===== src/rtl/id_ex_if.sv =====
// ID/EX boundary bundle: decoder controls and operands in, registered EX copy,
// stall request and stall counter out.
interface id_ex_if #(
  parameter int unsigned DATA_W = 32,
  parameter int unsigned REG_W  = 5,
  parameter int unsigned CNT_W  = 16
);
  logic              id_valid;
  logic [1:0]        id_alu_op;
  logic              id_reg_write;
  logic              id_mem_to_reg;
  logic              id_mem_read;
  logic              id_mem_write;
  logic              id_branch;
  logic              id_alu_src;
  logic              id_reg_dst;
  logic [DATA_W-1:0] id_rs_data;
  logic [DATA_W-1:0] id_rt_data;
  logic [DATA_W-1:0] id_imm;
  logic [DATA_W-1:0] id_pc4;
  logic [REG_W-1:0]  id_rs;
  logic [REG_W-1:0]  id_rt;
  logic [REG_W-1:0]  id_rd;
  logic              flush;

  logic              ex_valid;
  logic [1:0]        ex_alu_op;
  logic              ex_reg_write;
  logic              ex_mem_to_reg;
  logic              ex_mem_read;
  logic              ex_mem_write;
  logic              ex_branch;
  logic              ex_alu_src;
  logic              ex_reg_dst;
  logic [DATA_W-1:0] ex_rs_data;
  logic [DATA_W-1:0] ex_rt_data;
  logic [DATA_W-1:0] ex_imm;
  logic [DATA_W-1:0] ex_pc4;
  logic [REG_W-1:0]  ex_rs;
  logic [REG_W-1:0]  ex_rt;
  logic [REG_W-1:0]  ex_rd;
  logic              stall;
  logic [CNT_W-1:0]  stall_count;

  modport master (
    output id_valid, id_alu_op, id_reg_write, id_mem_to_reg, id_mem_read,
           id_mem_write, id_branch, id_alu_src, id_reg_dst, id_rs_data,
           id_rt_data, id_imm, id_pc4, id_rs, id_rt, id_rd, flush,
    input  ex_valid, ex_alu_op, ex_reg_write, ex_mem_to_reg, ex_mem_read,
           ex_mem_write, ex_branch, ex_alu_src, ex_reg_dst, ex_rs_data,
           ex_rt_data, ex_imm, ex_pc4, ex_rs, ex_rt, ex_rd, stall, stall_count
  );

  modport slave (
    input  id_valid, id_alu_op, id_reg_write, id_mem_to_reg, id_mem_read,
           id_mem_write, id_branch, id_alu_src, id_reg_dst, id_rs_data,
           id_rt_data, id_imm, id_pc4, id_rs, id_rt, id_rd, flush,
    output ex_valid, ex_alu_op, ex_reg_write, ex_mem_to_reg, ex_mem_read,
           ex_mem_write, ex_branch, ex_alu_src, ex_reg_dst, ex_rs_data,
           ex_rt_data, ex_imm, ex_pc4, ex_rs, ex_rt, ex_rd, stall, stall_count
  );
endinterface


===== src/rtl/id_ex_stage.sv =====
// ID/EX pipeline register with load-use hazard detection, branch flush and a
// saturating stall-cycle counter.
module id_ex_stage #(
  parameter int unsigned DATA_W = 32,
  parameter int unsigned REG_W  = 5,
  parameter int unsigned CNT_W  = 16
) (
  input  logic    Clk,
  input  logic    Rst_n,
  id_ex_if.slave  bus
);
  localparam logic [1:0] ALU_LUI = 2'd1;
  localparam logic [1:0] ALU_NOP = 2'd3;

  logic              r_valid;
  logic [1:0]        r_alu_op;
  logic              r_reg_write;
  logic              r_mem_to_reg;
  logic              r_mem_read;
  logic              r_mem_write;
  logic              r_branch;
  logic              r_alu_src;
  logic              r_reg_dst;
  logic [DATA_W-1:0] r_rs_data;
  logic [DATA_W-1:0] r_rt_data;
  logic [DATA_W-1:0] r_imm;
  logic [DATA_W-1:0] r_pc4;
  logic [REG_W-1:0]  r_rs;
  logic [REG_W-1:0]  r_rt;
  logic [REG_W-1:0]  r_rd;
  logic [CNT_W-1:0]  r_stall_count;

  logic w_uses_rs;
  logic w_uses_rt;
  logic w_hazard;
  logic w_load;

  // Load in EX whose destination is read by the instruction sitting in ID
  always_comb begin
    w_uses_rs = bus.id_valid & (bus.id_alu_op != ALU_LUI) &
                (bus.id_reg_write | bus.id_mem_read | bus.id_mem_write | bus.id_branch);
    w_uses_rt = bus.id_valid & (~bus.id_alu_src | bus.id_mem_write | bus.id_branch);
    w_hazard  = r_valid & r_mem_read & (r_rt != '0) &
                ((w_uses_rs & (r_rt == bus.id_rs)) | (w_uses_rt & (r_rt == bus.id_rt)));
    w_load    = bus.id_valid & ~bus.flush & ~w_hazard;
  end

  // Reset, flush, hazard and empty ID all collapse to loading a bubble
  always_ff @(posedge Clk) begin
    if (!Rst_n || !w_load) begin
      r_valid      <= 1'b0;
      r_alu_op     <= ALU_NOP;
      r_reg_write  <= 1'b0;
      r_mem_to_reg <= 1'b0;
      r_mem_read   <= 1'b0;
      r_mem_write  <= 1'b0;
      r_branch     <= 1'b0;
      r_alu_src    <= 1'b0;
      r_reg_dst    <= 1'b0;
      r_rs_data    <= '0;
      r_rt_data    <= '0;
      r_imm        <= '0;
      r_pc4        <= '0;
      r_rs         <= '0;
      r_rt         <= '0;
      r_rd         <= '0;
    end else begin
      r_valid      <= 1'b1;
      r_alu_op     <= bus.id_alu_op;
      r_reg_write  <= bus.id_reg_write;
      r_mem_to_reg <= bus.id_mem_to_reg;
      r_mem_read   <= bus.id_mem_read;
      r_mem_write  <= bus.id_mem_write;
      r_branch     <= bus.id_branch;
      r_alu_src    <= bus.id_alu_src;
      r_reg_dst    <= bus.id_reg_dst;
      r_rs_data    <= bus.id_rs_data;
      r_rt_data    <= bus.id_rt_data;
      r_imm        <= bus.id_imm;
      r_pc4        <= bus.id_pc4;
      r_rs         <= bus.id_rs;
      r_rt         <= bus.id_rt;
      r_rd         <= bus.id_rd;
    end
  end

  // Flush outranks the hazard, so a flushed stall is never counted
  always_ff @(posedge Clk) begin
    if (!Rst_n) begin
      r_stall_count <= '0;
    end else if (w_hazard && !bus.flush && (r_stall_count != '1)) begin
      r_stall_count <= r_stall_count + CNT_W'(1);
    end
  end

  assign bus.ex_valid      = r_valid;
  assign bus.ex_alu_op     = r_alu_op;
  assign bus.ex_reg_write  = r_reg_write;
  assign bus.ex_mem_to_reg = r_mem_to_reg;
  assign bus.ex_mem_read   = r_mem_read;
  assign bus.ex_mem_write  = r_mem_write;
  assign bus.ex_branch     = r_branch;
  assign bus.ex_alu_src    = r_alu_src;
  assign bus.ex_reg_dst    = r_reg_dst;
  assign bus.ex_rs_data    = r_rs_data;
  assign bus.ex_rt_data    = r_rt_data;
  assign bus.ex_imm        = r_imm;
  assign bus.ex_pc4        = r_pc4;
  assign bus.ex_rs         = r_rs;
  assign bus.ex_rt         = r_rt;
  assign bus.ex_rd         = r_rd;
  assign bus.stall         = w_hazard & ~bus.flush;
  assign bus.stall_count   = r_stall_count;
endmodule

===== src/flat_wrapper.sv =====
// flat-port wrapper written by rule: the top's interface ports become plain ports
module id_ex_stage_flat 
#(
  parameter int unsigned DATA_W = 32,
  parameter int unsigned REG_W  = 5,
  parameter int unsigned CNT_W  = 16
)
  (Clk, Rst_n, bus_id_valid, bus_id_alu_op, bus_id_reg_write, bus_id_mem_to_reg, bus_id_mem_read, bus_id_mem_write, bus_id_branch, bus_id_alu_src, bus_id_reg_dst, bus_id_rs_data, bus_id_rt_data, bus_id_imm, bus_id_pc4, bus_id_rs, bus_id_rt, bus_id_rd, bus_flush, bus_ex_valid, bus_ex_alu_op, bus_ex_reg_write, bus_ex_mem_to_reg, bus_ex_mem_read, bus_ex_mem_write, bus_ex_branch, bus_ex_alu_src, bus_ex_reg_dst, bus_ex_rs_data, bus_ex_rt_data, bus_ex_imm, bus_ex_pc4, bus_ex_rs, bus_ex_rt, bus_ex_rd, bus_stall, bus_stall_count);
  id_ex_if #(.DATA_W(DATA_W), .REG_W(REG_W), .CNT_W(CNT_W)) bus_i ();
  input  logic Clk;
  input  logic Rst_n;
  input wire logic [$bits(bus_i.id_valid)-1:0] bus_id_valid;
  input wire logic [$bits(bus_i.id_alu_op)-1:0] bus_id_alu_op;
  input wire logic [$bits(bus_i.id_reg_write)-1:0] bus_id_reg_write;
  input wire logic [$bits(bus_i.id_mem_to_reg)-1:0] bus_id_mem_to_reg;
  input wire logic [$bits(bus_i.id_mem_read)-1:0] bus_id_mem_read;
  input wire logic [$bits(bus_i.id_mem_write)-1:0] bus_id_mem_write;
  input wire logic [$bits(bus_i.id_branch)-1:0] bus_id_branch;
  input wire logic [$bits(bus_i.id_alu_src)-1:0] bus_id_alu_src;
  input wire logic [$bits(bus_i.id_reg_dst)-1:0] bus_id_reg_dst;
  input wire logic [$bits(bus_i.id_rs_data)-1:0] bus_id_rs_data;
  input wire logic [$bits(bus_i.id_rt_data)-1:0] bus_id_rt_data;
  input wire logic [$bits(bus_i.id_imm)-1:0] bus_id_imm;
  input wire logic [$bits(bus_i.id_pc4)-1:0] bus_id_pc4;
  input wire logic [$bits(bus_i.id_rs)-1:0] bus_id_rs;
  input wire logic [$bits(bus_i.id_rt)-1:0] bus_id_rt;
  input wire logic [$bits(bus_i.id_rd)-1:0] bus_id_rd;
  input wire logic [$bits(bus_i.flush)-1:0] bus_flush;
  output wire logic [$bits(bus_i.ex_valid)-1:0] bus_ex_valid;
  output wire logic [$bits(bus_i.ex_alu_op)-1:0] bus_ex_alu_op;
  output wire logic [$bits(bus_i.ex_reg_write)-1:0] bus_ex_reg_write;
  output wire logic [$bits(bus_i.ex_mem_to_reg)-1:0] bus_ex_mem_to_reg;
  output wire logic [$bits(bus_i.ex_mem_read)-1:0] bus_ex_mem_read;
  output wire logic [$bits(bus_i.ex_mem_write)-1:0] bus_ex_mem_write;
  output wire logic [$bits(bus_i.ex_branch)-1:0] bus_ex_branch;
  output wire logic [$bits(bus_i.ex_alu_src)-1:0] bus_ex_alu_src;
  output wire logic [$bits(bus_i.ex_reg_dst)-1:0] bus_ex_reg_dst;
  output wire logic [$bits(bus_i.ex_rs_data)-1:0] bus_ex_rs_data;
  output wire logic [$bits(bus_i.ex_rt_data)-1:0] bus_ex_rt_data;
  output wire logic [$bits(bus_i.ex_imm)-1:0] bus_ex_imm;
  output wire logic [$bits(bus_i.ex_pc4)-1:0] bus_ex_pc4;
  output wire logic [$bits(bus_i.ex_rs)-1:0] bus_ex_rs;
  output wire logic [$bits(bus_i.ex_rt)-1:0] bus_ex_rt;
  output wire logic [$bits(bus_i.ex_rd)-1:0] bus_ex_rd;
  output wire logic [$bits(bus_i.stall)-1:0] bus_stall;
  output wire logic [$bits(bus_i.stall_count)-1:0] bus_stall_count;
  assign bus_i.id_valid = bus_id_valid;
  assign bus_i.id_alu_op = bus_id_alu_op;
  assign bus_i.id_reg_write = bus_id_reg_write;
  assign bus_i.id_mem_to_reg = bus_id_mem_to_reg;
  assign bus_i.id_mem_read = bus_id_mem_read;
  assign bus_i.id_mem_write = bus_id_mem_write;
  assign bus_i.id_branch = bus_id_branch;
  assign bus_i.id_alu_src = bus_id_alu_src;
  assign bus_i.id_reg_dst = bus_id_reg_dst;
  assign bus_i.id_rs_data = bus_id_rs_data;
  assign bus_i.id_rt_data = bus_id_rt_data;
  assign bus_i.id_imm = bus_id_imm;
  assign bus_i.id_pc4 = bus_id_pc4;
  assign bus_i.id_rs = bus_id_rs;
  assign bus_i.id_rt = bus_id_rt;
  assign bus_i.id_rd = bus_id_rd;
  assign bus_i.flush = bus_flush;
  assign bus_ex_valid = bus_i.ex_valid;
  assign bus_ex_alu_op = bus_i.ex_alu_op;
  assign bus_ex_reg_write = bus_i.ex_reg_write;
  assign bus_ex_mem_to_reg = bus_i.ex_mem_to_reg;
  assign bus_ex_mem_read = bus_i.ex_mem_read;
  assign bus_ex_mem_write = bus_i.ex_mem_write;
  assign bus_ex_branch = bus_i.ex_branch;
  assign bus_ex_alu_src = bus_i.ex_alu_src;
  assign bus_ex_reg_dst = bus_i.ex_reg_dst;
  assign bus_ex_rs_data = bus_i.ex_rs_data;
  assign bus_ex_rt_data = bus_i.ex_rt_data;
  assign bus_ex_imm = bus_i.ex_imm;
  assign bus_ex_pc4 = bus_i.ex_pc4;
  assign bus_ex_rs = bus_i.ex_rs;
  assign bus_ex_rt = bus_i.ex_rt;
  assign bus_ex_rd = bus_i.ex_rd;
  assign bus_stall = bus_i.stall;
  assign bus_stall_count = bus_i.stall_count;
  id_ex_stage #(.DATA_W(DATA_W), .REG_W(REG_W), .CNT_W(CNT_W)) u_core (.Clk(Clk), .Rst_n(Rst_n), .bus(bus_i));
endmodule

===== config.mk =====
export PLATFORM = sky130hd
export DESIGN_NAME = id_ex_stage_flat
export DESIGN_NICKNAME = d
export VERILOG_FILES = /design/src/rtl/id_ex_if.sv /design/src/rtl/id_ex_stage.sv /design/src/flat_wrapper.sv
export SDC_FILE = /design/constraint.sdc
export NUM_CORES = 1
export LEC_CHECK = 0
export CORE_AREA = 2 2 126 128
export DETAILED_ROUTE_END_ITERATION = 8
export DIE_AREA = 0 0 128 130
export PLACE_DENSITY = 0.84
export SETUP_SLACK_MARGIN = 0.3
export SYNTH_ARGS = -nofsm -noshare
export SYNTH_HDL_FRONTEND = slang
export SYNTH_SLANG_ARGS = --single-unit

===== constraint.sdc =====
create_clock -name Clk -period 2.9 [get_ports Clk]
set_input_delay 0.58 -clock Clk [delete_from_list [all_inputs] [get_ports Clk]]
set_output_delay 0.58 -clock Clk [all_outputs]
set_load 0.05 [all_outputs]

==> impl_metrics.yaml <==
power:
  power_leakage_nw: 3.62
  intPower_w: 0.00393
  max-vdd-ir-drop_v: 0.000355
  seq_power_share_pct: 45.2
  switching_share_pct: 25.9
  power.density_mw_per_mm2: 569
  p_clk_share_pct: 42.9
  power_frac_comb_pct: 11.9
  p_sw_w: 0.00138
critical_path:
  r2r-start: "u_core.bus.ex_rt[0]"
  r2r_slack_ps: 570
  crit_path_start_kind: "input port"
  crit_path_end_kind: "output pin"
  crit_arrival_ps: 1980
  r2r_cells: 9
  crit_slowest_cell: "clkdlybuf4s50_1"
  r2r_end: "u_core.bus.ex_rt_data[21]"
  critPathKind: "input port to output pin"
  required_ps: 2320
  max_stage_delay_ps: 430
  crit_chain: "clkdlybuf4s50_1 > xor2_1 > nor4_2 > a22oi_2 > nor2_2 > buf_6"
  worst-path-max-fanout: 2
placement:
  gp_congestion: 0.832
  port_buffers: 325
  hpwl_um: 11900
min_path:
  worstHoldPathType: "input port to register"
  hold_depth: 2
  hp-start: "bus_id_rt[4]"
  holdPathEnd: "u_core.bus.ex_rt[4]"
synthesis:
  synth_area_mm2: 0.00522
  ys_seq_area_share_pct: 64.8
  ys_async_sr_fraction_pct: 0
  yosysWarnings: 0
  synth_top_flop_cell: "dfxtp_1"
  synth-edff-count: 0
  synth_cell_types: 31
  ys_ff_latch: 169
  synth_cells: 452
  syn-num-nets: 609
  synth.avg_cell_area_um2: 11.6
sta:
  hold_viol_final: 0
  clock-skew-final_ps: 12.6
  rsz0062_at_grt: "no"
  relSlewSlack_pct: 60.8
  setup_viol: 0
  tns_ps: 0
  whs_ps: 436
  timing.fmax_mhz: 391
  period_needed_ps: 2560
  drv_slew: 0
  min_period_over_period_pct: 88.2
  worstMarginPinSlew_ps: 586
floorplanning:
  rows: 46
  die_height_um: 130
  die_area_mm2: 0.0166
  ios: 326
  fp.coreArea_mm2: 0.0154
  initial_core_util_pct: 33.9
  die_x_um: 128
cts:
  postCtsHoldBufs: 0
  htreeDepth: 4
  clockRootBuffer: "clkbuf_16"
  clk_latency_ps: 430
  cts_buffers: 17
  cts_sinks: 169
  cts_buffer_depth: 2
  cts_tree: "done"
  clk_pin_slew_ps: 70
drt:
  drc: 0
  viasPerCell: 4.35
  route.met2.wl_um: 7610
  wl_met1_um: 5850
  drt_wl_total_um: 15200
  route.vias.total: 4311
  final_antenna_net_count: 0
  top_layer: "met4"
  met3_length_um: 1560
  firstDrtPassIters: 4
  avgRoutedWirePerCell_um: 15.4
  drtIter0Drc: 154
global_route:
  first_global_vias: 3964
  grt_use_total_pct: 17.5
  grt_start_max_net_pins: 73
  grt_pass1_wl_um: 21600
  antenna_found_initial: 0
  overflow: 0
run:
  cap_violations: 0
final_layout:
  drive_above_1_share_pct: 6.75
  diodes: 0
  area_delta_synth_final_pct: 78.4
  num-nets-final: 944
status:
  status: "completed"
[how the worst max path moves through the flow]
| stage | from | endpoint |
|---|---|---|
| floorplan | u_core.bus.ex_rt[4] | bus_stall |
| finish | bus_id_rt[2] | bus_stall |
| global placement | bus_id_rt[4] | u_core.bus.ex_pc4[1] |
| detailed placement | bus_id_rt[4] | u_core.bus.ex_rt_data[8] |
| CTS | bus_id_rs[4] | bus_stall |
| global route | bus_id_rt[2] | bus_stall |
[synthesized netlist by cell type (2+ instances only)]
master | number | area share [%]
o311ai_0 | 4 | 0.67
mux2i_1 | 5 | 0.96
inv_1 | 2 | 0.14
dfxtp_1 | 169 | 65
or3_1 | 4 | 0.48
nor4_1 | 3 | 0.36
o31ai_1 | 4 | 0.58
o21ai_0 | 3 | 0.29
nand2_1 | 16 | 1.2
nor2_1 | 5 | 0.36
nand3_1 | 4 | 0.38
buf_6 | 8 | 1.7
o41ai_1 | 4 | 0.67
a21oi_1 | 8 | 0.77
nand2b_1 | 10 | 1.2
nor3_1 | 4 | 0.38
and2_1 | 151 | 18
xor2_1 | 10 | 1.7
clkbuf_1 | 11 | 0.79
nand4_1 | 10 | 1.2
or4_1 | 6 | 0.86
buf_2 | 2 | 0.19
[routing by layer]
metal | global-route usage (%) | vias up
met1 | 19.3 | 1909
met2 | 29.6 | 242
li1 | - | 2142
met4 | 6.46 | 0
met5 | 0 | -
met3 | 8.28 | 18
[final cells by class]
class                   instances  area [µm²]
inverters                       2        7.51
well taps                     192         240
clock inverters                15         178
multi-input cells             260        1710
clock buffers                  17         425
repair buffers                337        3370
fillers                      1262        6110
flip-flops and latches        169        3380
[per-stage QoR]
| step | instances | setup slack (ps) | cell area (µm²) | total power, W | utilization, % |
|---|---|---|---|---|---|
| after CTS | 991 | 305 | 9290 | 0.00536 | 60.2 |
| final | 992 | 342 | 9320 | 0.00530 | 60.4 |
| after floorplan | 452 | 304 | 5230 | 0.00274 | - |
| after detailed placement | 958 | 43.6 | 8670 | 0.00308 | 56.2 |
| after global placement | 958 | 40.8 | 8670 | 0.00308 | 56.2 |
| after global routing | 992 | 300 | 9320 | 0.00548 | 60.4 |
[layout by cell type, fill, tap and decap left out, types with 6 or more instances in the layout]
cell type | netlist | layout
or4_1 | 6 | 6
nand2_1 | 16 | 16
a21oi_1 | 8 | 8
nand4_1 | 10 | 10
nand2b_1 | 10 | 10
dfxtp_1 | 169 | 169
xor2_1 | 10 | 9
clkdlybuf4s50_1 | 0 | 315
clkbuf_16 | 0 | 17
and2_1 | 151 | 151
buf_4 | 0 | 10
[power by group through the flow]
| stage | Sequential, W | Combinational [W] | Clock, W |
|---|---|---|---|
| 2_1_floorplan | 0.00265 | 0.0000869 | 0 |
| 3_3_place_gp | 0.00245 | 0.000629 | 0 |
| 3_5_place_dp | 0.00245 | 0.000635 | 0 |
| 4_1_cts | 0.00239 | 0.000637 | 0.00232 |
| 5_1_grt | 0.00240 | 0.000666 | 0.00242 |
| 6_report | 0.00239 | 0.000632 | 0.00228 |
[repair_timing]
| item | in CTS | in global routing |
|---|---|---|
| endpoints found under the hold margin | 0 | 0 |
| endpoints found under the setup margin | 1 | 1 |
| setup buffers | 1 | 1 |
| gates resized for setup | 7 | 6 |
| pin swaps | 3 | 3 |
[worst max-delay path: cells and delay by family]
kind | cells | cell delay, ps
buffers and inverters | 2 | 600
XOR/XNOR | 1 | 160
AO/OA/AOI/OAI | 1 | 170
AND/OR/NAND/NOR | 2 | 460
[logic make-up (layout without fill, tap and decap cells)]
| group | count (synthesis) | after routing | share of synthesized area (%) |
|---|---|---|---|
| AO/OA/AOI/OAI | 29 | 29 | 4.67 |
| flip-flops | 169 | 169 | 64.8 |
| adder cells (fa/ha/maj) | 1 | 1 | 0.240 |
| XOR/XNOR | 10 | 10 | 1.68 |
| AND/OR/NAND/NOR | 215 | 215 | 24.8 |
| multiplexers | 5 | 5 | 0.958 |
| buffers and inverters | 23 | 371 | 2.85 |
Note: power is estimated with default switching activity, not from simulation.
